<file path="config.mk">
export PLATFORM = sky130hd
export DESIGN_NAME = stream_arbiter_mux_flat
export DESIGN_NICKNAME = d
export VERILOG_FILES = /design/src/rtl/stream_arbiter_mux_if.sv /design/src/rtl/stream_arbiter_mux.sv /design/src/flat_wrapper.sv
export SDC_FILE = /design/constraint.sdc
export NUM_CORES = 1
export LEC_CHECK = 0
export ABC_AREA = 1
export CORE_AREA = 5 5 119 121
export DETAILED_ROUTE_END_ITERATION = 16
export DIE_AREA = 0 0 124 126
export DONT_BUFFER_PORTS = 1
export GPL_ROUTABILITY_DRIVEN = 0
export MAX_ROUTING_LAYER = met4
export PLACE_DENSITY = 0.56
export SYNTH_ARGS = -nofsm -noshare
export SYNTH_HDL_FRONTEND = slang
export SYNTH_SLANG_ARGS = --single-unit
</file>
<file path="constraint.sdc">
create_clock -name clock -period 8.16 [get_ports clock]
set_input_delay 0.816 -clock clock [delete_from_list [all_inputs] [get_ports clock]]
set_output_delay 0.816 -clock clock [all_outputs]
set_load 0.1 [all_outputs]
</file>
<file path="src/rtl/stream_arbiter_mux_if.sv">
// rtl/stream_arbiter_mux_if.sv - request/response bundle between requesters, arbiter and downstream port
// slave is the arbiter's view; master is the view of whoever drives requests and drains beats.
interface stream_arbiter_mux_if #(
  parameter int WIDTH    = 32,
  parameter int CHANNELS = 8
);
  localparam int SEL_W = $clog2(CHANNELS);

  logic [CHANNELS-1:0]       in_valid;
  logic [CHANNELS-1:0]       in_ready;
  logic [CHANNELS*WIDTH-1:0] in_data;
  logic                      out_valid;
  logic                      out_ready;
  logic [WIDTH-1:0]          out_data;
  logic [SEL_W-1:0]          out_sel;

  modport slave (
    input  in_valid, in_data, out_ready,
    output in_ready, out_valid, out_data, out_sel
  );

  modport master (
    output in_valid, in_data, out_ready,
    input  in_ready, out_valid, out_data, out_sel
  );
endinterface

</file>
<file path="src/rtl/stream_arbiter_mux.sv">
// rtl/stream_arbiter_mux.sv - registered N-channel arbitrating stream mux
// One output register; round-robin (RR_MODE=1) or lowest-index-wins (RR_MODE=0) grant.
module stream_arbiter_mux #(
  parameter int WIDTH    = 32,
  parameter int CHANNELS = 8,
  parameter int RR_MODE  = 1
) (
  input logic                 clock,
  input logic                 reset_n,
  stream_arbiter_mux_if.slave bus
);
  localparam int SEL_W = $clog2(CHANNELS);

  generate
    if (CHANNELS < 2 || CHANNELS > 32) begin : g_bad_channels
      $error("stream_arbiter_mux: CHANNELS must be in 2..32");
    end
  endgenerate

  logic [SEL_W-1:0]    rr_ptr;
  logic [CHANNELS-1:0] grant;
  logic [SEL_W-1:0]    grant_idx;
  logic                grant_any;
  logic [WIDTH-1:0]    grant_data;
  logic                load;
  logic                out_valid_q;
  logic [WIDTH-1:0]    out_data_q;
  logic [SEL_W-1:0]    out_sel_q;

  assign load = !out_valid_q || bus.out_ready;

  // Scan starts at rr_ptr in round-robin mode, at 0 in fixed-priority mode; first valid wins.
  always_comb begin
    int idx;
    idx       = 0;
    grant_any = 1'b0;
    grant_idx = '0;
    grant     = '0;
    for (int k = 0; k < CHANNELS; k++) begin
      idx = (RR_MODE != 0) ? int'(rr_ptr) + k : k;
      if (idx >= CHANNELS) idx = idx - CHANNELS;
      if (!grant_any && bus.in_valid[SEL_W'(idx)]) begin
        grant_any = 1'b1;
        grant_idx = SEL_W'(idx);
      end
    end
    if (grant_any) grant[grant_idx] = 1'b1;
  end

  always_comb begin
    grant_data = '0;
    for (int i = 0; i < CHANNELS; i++) begin
      if (grant[i]) grant_data = bus.in_data[i*WIDTH +: WIDTH];
    end
  end

  // Gated by reset_n so no upstream beat is accepted while the stage is being cleared.
  assign bus.in_ready = (load && reset_n) ? grant : '0;

  always_ff @(posedge clock or negedge reset_n) begin
    if (!reset_n) begin
      out_valid_q <= 1'b0;
      out_data_q  <= '0;
      out_sel_q   <= '0;
      rr_ptr      <= '0;
    end else if (load) begin
      out_valid_q <= grant_any;
      if (grant_any) begin
        out_data_q <= grant_data;
        out_sel_q  <= grant_idx;
        if (RR_MODE != 0) begin
          rr_ptr <= (grant_idx == SEL_W'(CHANNELS - 1)) ? '0 : grant_idx + SEL_W'(1);
        end
      end
    end
  end

  assign bus.out_valid = out_valid_q;
  assign bus.out_data  = out_data_q;
  assign bus.out_sel   = out_sel_q;
endmodule
</file>
<file path="src/flat_wrapper.sv">
// flat-port wrapper written by rule: the top's interface ports become plain ports
module stream_arbiter_mux_flat 
#(
  parameter int WIDTH    = 32,
  parameter int CHANNELS = 8,
  parameter int RR_MODE  = 1
)
  (clock, reset_n, bus_in_valid, bus_in_data, bus_out_ready, bus_in_ready, bus_out_valid, bus_out_data, bus_out_sel);
  stream_arbiter_mux_if #(.WIDTH(WIDTH), .CHANNELS(CHANNELS)) bus_i ();
  input logic clock;
  input logic reset_n;
  input wire logic [$bits(bus_i.in_valid)-1:0] bus_in_valid;
  input wire logic [$bits(bus_i.in_data)-1:0] bus_in_data;
  input wire logic [$bits(bus_i.out_ready)-1:0] bus_out_ready;
  output wire logic [$bits(bus_i.in_ready)-1:0] bus_in_ready;
  output wire logic [$bits(bus_i.out_valid)-1:0] bus_out_valid;
  output wire logic [$bits(bus_i.out_data)-1:0] bus_out_data;
  output wire logic [$bits(bus_i.out_sel)-1:0] bus_out_sel;
  assign bus_i.in_valid = bus_in_valid;
  assign bus_i.in_data = bus_in_data;
  assign bus_i.out_ready = bus_out_ready;
  assign bus_in_ready = bus_i.in_ready;
  assign bus_out_valid = bus_i.out_valid;
  assign bus_out_data = bus_i.out_data;
  assign bus_out_sel = bus_i.out_sel;
  stream_arbiter_mux #(.WIDTH(WIDTH), .CHANNELS(CHANNELS), .RR_MODE(RR_MODE)) u_core (.clock(clock), .reset_n(reset_n), .bus(bus_i));
endmodule
</file>
==> results.cfg, run 1 <==
[status]
status = complete, no violations

[clock_network]
clk_pin_slew_ps = 60
tritoncts = yes
clockBufferDepth = 2
post_cts_buffers = 0
cts_made_buffers = 5
post_cts_resized = 0
clk_latency_ps = 290
cts-root-buf = clkbuf_16
cts.sinks = 39
ctsHoldBuffers = 0
htree_num_levels = 2

[sta]
worst_pin_slew_ps = 1160
finalSetupTns_ps = 0
setup_violations = 0
fin_crit_sh_pct = 77.0
slew-limit-headroom_pct = 22.6
drv_slew = 0
worst_clock_skew_ps = 4.21
fmax_ghz = 0.159
hold_viol = 0
post-route-min-period_ps = 6280
rsz0062_at_grt = false

[route]
drc_errors = 0
wl_microns = 19100
route.vias.total = 5274
drtAntennaViolNets = 0
top_layer_used = met4
via_per_inst = 5.69
wl_met1_microns = 7640
drt_iter0_markers = 428
firstDrtPassIters = 7
wl_met3_microns = 1520
met2_length_microns = 9360
wl_per_cell_microns = 20.6

[worst_setup_path]
r2r-end = u_core.bus.out_data[3]
endpoint_kind = output port
crit_buf_inv = 5
cp.required_ps = 7340
cp_max_fo = 41
slowest_delay_ps = 910
crit_start = u_core.rr_ptr[0]
cp_common_cell = nor2_4
criticalPathCategory = flip-flop to output port
r2r_slack_ps = 2650
crit_family = simple AND/OR/NAND/NOR gates
critPathArrivalTime_ps = 5470
reg2regPathDepth = 19
crit_chain = inv_2, ha_1, inv_1, nand3_2, nand3_1, nand2_1, nor2_4, nand4_4, nor2_4, nand4_1, nand3_2, buf_4, inv_2, nor2_4, nand2_1, nor2_2, buf_4
slowest_stage = nand2_1
regToRegStartpoint = u_core.rr_ptr[0]
start_kind = flip-flop

[synthesis]
postSynthAreaPerCell_sq_um = 5.73
synth_edf_count = 0
syn_area_sq_um = 4500
synthArstFlopShare_pct = 100
synth_seq_cells = 39
synth_cell_types = 29
yosys_warnings = 0
synth-main-ff-cell = dfrtp_1
syn_nets = 1054
synth_cells = 784
seq_area_frac_synth_pct = 21.7

[run]
max-cap-violations = 0

[layout]
antennaDiodeCount = 0
layout_commonest_cell = nand2_1
nets = 1020
area_growth_pct = 7.35
drive_above_1_share_pct = 8.26
final_cell_mix = 212 x nand2_1, 130 x nand3_1, 81 x inv_1

[global_routing]
antenna_found_initial = 0
grt_pass1_wl_microns = 28100
grt_use_total_pct = 24.0
grt_pass1_vias = 5303
overflow = 0
grt_max_degree = 65

[floorplanning]
start_util_pct = 34.6
core-area_sq_um = 13000
pin_count = 311
fp.dieArea_sq_um = 15600
rows = 42
die_w_microns = 124
die_h_microns = 126

[place]
hpwl_microns = 14400
port_buffers = 0

[min_path]
hp-class = primary input to async pin
[worst max-delay path by stage]
stage | cells after the start | to | slack, ps
floorplan | 17 | bus_in_ready[4] | 1960
global placement | 17 | bus_in_ready[7] | 2290
detailed placement | 17 | bus_in_ready[7] | 2250
CTS | 17 | bus_in_ready[7] | 1920
global route | 17 | bus_in_ready[7] | 1450
finish | 17 | bus_in_ready[7] | 1880
[metal layers]
| layer | vias to the layer above | global-route usage, % |
|---|---|---|
| met5 | - | - |
| met4 | 0 | 9.28 |
| met3 | 48 | 4.26 |
| met2 | 307 | 39.3 |
| met1 | 2394 | 29.2 |
| li1 | 2525 | - |
[synthesized netlist by cell type, types with 2 or more instances]
cell type / instances / area, sq um
a21oi_1: 2 / 10.0
buf_1: 3 / 11.3
buf_2: 23 / 115
buf_4: 8 / 60.1
buf_6: 3 / 33.8
clkbuf_1: 19 / 71.3
dfrtp_1: 39 / 976
ha_1: 3 / 37.5
inv_1: 81 / 304
inv_2: 6 / 22.5
nand2_1: 212 / 796
nand2_2: 8 / 50.1
nand3_1: 130 / 651
nand3_2: 9 / 90.1
nand4_1: 66 / 413
nor2_1: 79 / 297
nor2_4: 4 / 45.0
nor4_1: 5 / 31.3
o21ai_0: 73 / 365
xnor2_1: 2 / 17.5
[state kept, by name, summed over array words and instances (netlist names)]
| name | flops |
|---|---|
| u_core.bus.out_data | 32 |
| u_core.bus.out_valid | 1 |
| u_core.bus.out_sel | 3 |
| u_core.rr_ptr | 3 |
[layout make-up]
cell class                      count  area [sq um]
Fill cell                        1490          8150
Timing Repair Buffer               15           200
Clock buffer                        7           133
Inverter                           87           327
Multi-Input combinational cell    602          2970
Clock inverter                      1          5.00
Tap cell                          176           220
Sequential cell                    39           976
[stage by stage]
stage | hold slack [ps] | instance area (sq um) | instances | util, % | setup slack [ps]
finish | 219 | 4830 | 927 | 37.2 | 1880
detailed placement | 521 | 4690 | 919 | 36.1 | 2250
global placement | 522 | 4690 | 919 | 36.1 | 2290
CTS | 205 | 4830 | 927 | 37.2 | 1920
floorplan | 520 | 4500 | 784 | - | 1960
global route | 202 | 4830 | 927 | 37.2 | 1450
[cells by family (layout without fill, tap and decap cells)]
logic type | after synthesis | in the layout | synth area share (%)
AOI/OAI and AO/OA | 77 | 77 | 8.66
adders and majority gates | 3 | 3 | 0.835
and+or+nand+nor | 518 | 518 | 54.1
xor gates and xnor gates | 4 | 4 | 0.946
DFF | 39 | 39 | 21.7
buffers and inverters | 143 | 110 | 13.7
Power of run 1 is not shown: default switching activity piles up to over one toggle a cycle in this logic, so the estimate is an artifact.
==> run 2: changes to the inputs <==
--- a/config.mk
+++ b/config.mk
@@ -12,7 +12,7 @@
 export DONT_BUFFER_PORTS = 1
 export GPL_ROUTABILITY_DRIVEN = 0
 export MAX_ROUTING_LAYER = met4
-export PLACE_DENSITY = 0.56
+export PLACE_DENSITY = 0.58
 export SYNTH_ARGS = -nofsm -noshare
 export SYNTH_HDL_FRONTEND = slang
 export SYNTH_SLANG_ARGS = --single-unit
==> constraint.sdc (replaced) <==
create_clock -name clock -period 5 [get_ports clock]
set_input_delay 0.5 -clock clock [delete_from_list [all_inputs] [get_ports clock]]
set_output_delay 0.5 -clock clock [all_outputs]
set_load 0.1 [all_outputs]
==> run 2 against run 1 <==
Net effect:
- core utilization is 0.98 points higher
- register-to-register slack lost 1800 ps
- worst setup slack got worse by 1500 ps
- sequential share of layout area is 0.52 points lower
- via count increased by 0.68%
- global-route usage is 1.0 points higher
- worst hold slack got worse by 170 ps
- die area did not move
==> results.cfg, run 2 (synthesis results as in run 1) <==
[status]
status = complete, no violations

[layout]
antennaDiodeCount = 0
layout_commonest_cell = nand2_1
final_cell_mix = 212 x nand2_1, 130 x nand3_1, 81 x inv_1
fin_util_pct = 38.2
nets = 1030
largest_register_ffs = 32
area_growth_pct = 10.2
drive_above_1_share_pct = 9.46

[global_routing]
grt_use_total_pct = 25.0
antenna_found_initial = 0
grt_pass1_wl_microns = 28900
grt_max_degree = 41
overflow = 0
grt_pass1_vias = 4983

[floorplanning]
core-area_sq_um = 13000
start_util_pct = 34.6
pin_count = 311
fp.dieArea_sq_um = 15600
rows = 42
die_h_microns = 126
die_w_microns = 124

[worst_setup_path]
r2r_slack_ps = 800
endpoint_kind = output port
cp_max_fo = 24
regToRegStartpoint = u_core.rr_ptr[0]
critPathArrivalTime_ps = 4090
criticalPathCategory = flip-flop to output port
start_kind = flip-flop
r2r-end = u_core.bus.out_data[6]
reg2regPathDepth = 18
cp.required_ps = 4500

[clock_network]
tritoncts = yes
cts.sinks = 39
clockBufferDepth = 2
cts_made_buffers = 5
clk_pin_slew_ps = 60
htree_num_levels = 2
clk_latency_ps = 290
cts-root-buf = clkbuf_16

[sta]
setup_violations = 0
fin_crit_sh_pct = 91.9
hold_viol = 0
worst_slack_ps = 407
fmax_ghz = 0.218
slew-limit-headroom_pct = 34.5
worst_clock_skew_ps = 4.09
rsz0062_at_grt = false
post-route-min-period_ps = 4590
drv_slew = 0
holdWs_ps = 52.5
worst_pin_slew_ps = 983

[route]
wl_per_cell_microns = 21.4
wl_microns = 20000
drt_iter0_markers = 506
via_per_inst = 5.67
drc_errors = 0
firstDrtPassIters = 5
route.vias.total = 5310
drtAntennaViolNets = 0

[place]
post-place-ws_ps = 622
hpwl_microns = 15200
port_buffers = 0

[run]
max-cap-violations = 0

[min_path]
hp-class = primary input to async pin
-- run 2: changes by cell type in the layout (fill, tap and decap cells not counted), sizes merged --
cell  delta
buf     +10
-- run 2: critical path, stage by stage, from the launching register on --
cell,delay [ps]
dfrtp_1,530
inv_2,190
ha_1,430
inv_1,260
nand3_2,150
nand3_1,120
nand2_1,100
nor2_4,140
nand4_4,110
nor2_4,170
nand4_1,150
nand3_4,360
inv_2,140
nor2_4,100
nand2_1,360
nor2_2,270
buf_12,200
-- run 2: routing by layer --
layer  global-route usage [%]  vias to the layer above  wire length, microns
met3                     4.75                       37                  2050
li1                         -                     2542                     -
met1                     31.3                     2376                  7630
met4                     7.67                        0                   497
met2                     40.7                      355                  9850
met5                        -                        -                     0
-- run 2: area by class of cell --
cell class	instances	area, sq um
clock buffers	7	133
fillers	1461	8030
repair buffers	25	320
inverters	87	327
well taps	176	220
flip-flops and latches	39	976
clock inverters	1	5.00
multi-input cells	602	2970
-- run 2: worst max-delay path by stage --
stage / depth (start not counted) / end / startpoint / slack, ps
after floorplan: 17 / bus_in_ready[4] / u_core.rr_ptr[0] / -890
after detailed placement: 16 / bus_in_ready[7] / u_core.rr_ptr[0] / 620
after CTS: 16 / bus_in_ready[7] / u_core.rr_ptr[0] / 280
final: 16 / bus_in_ready[7] / u_core.rr_ptr[0] / 410
after global routing: 16 / bus_in_ready[7] / u_core.rr_ptr[0] / 110
after global placement: 17 / bus_in_ready[0] / u_core.rr_ptr[0] / 670
-- run 2: through the flow --
stage	TNS (ps)	cells	cell area, sq um
6_report	0	937	4950
5_1_grt	0	937	4950
2_1_floorplan	-4390	784	4500
4_1_cts	0	937	4950
3_3_place_gp	0	928	4780
3_5_place_dp	0	928	4780
-- run 2: what timing repair did --
action	in CTS	in global routing
endpoints found under the setup margin	0	2
setup buffers	0	0
gates resized for setup	0	1
hold buffers	1	0
hold endpoints to repair	39	0
Power of run 2 is left out for the same reason.
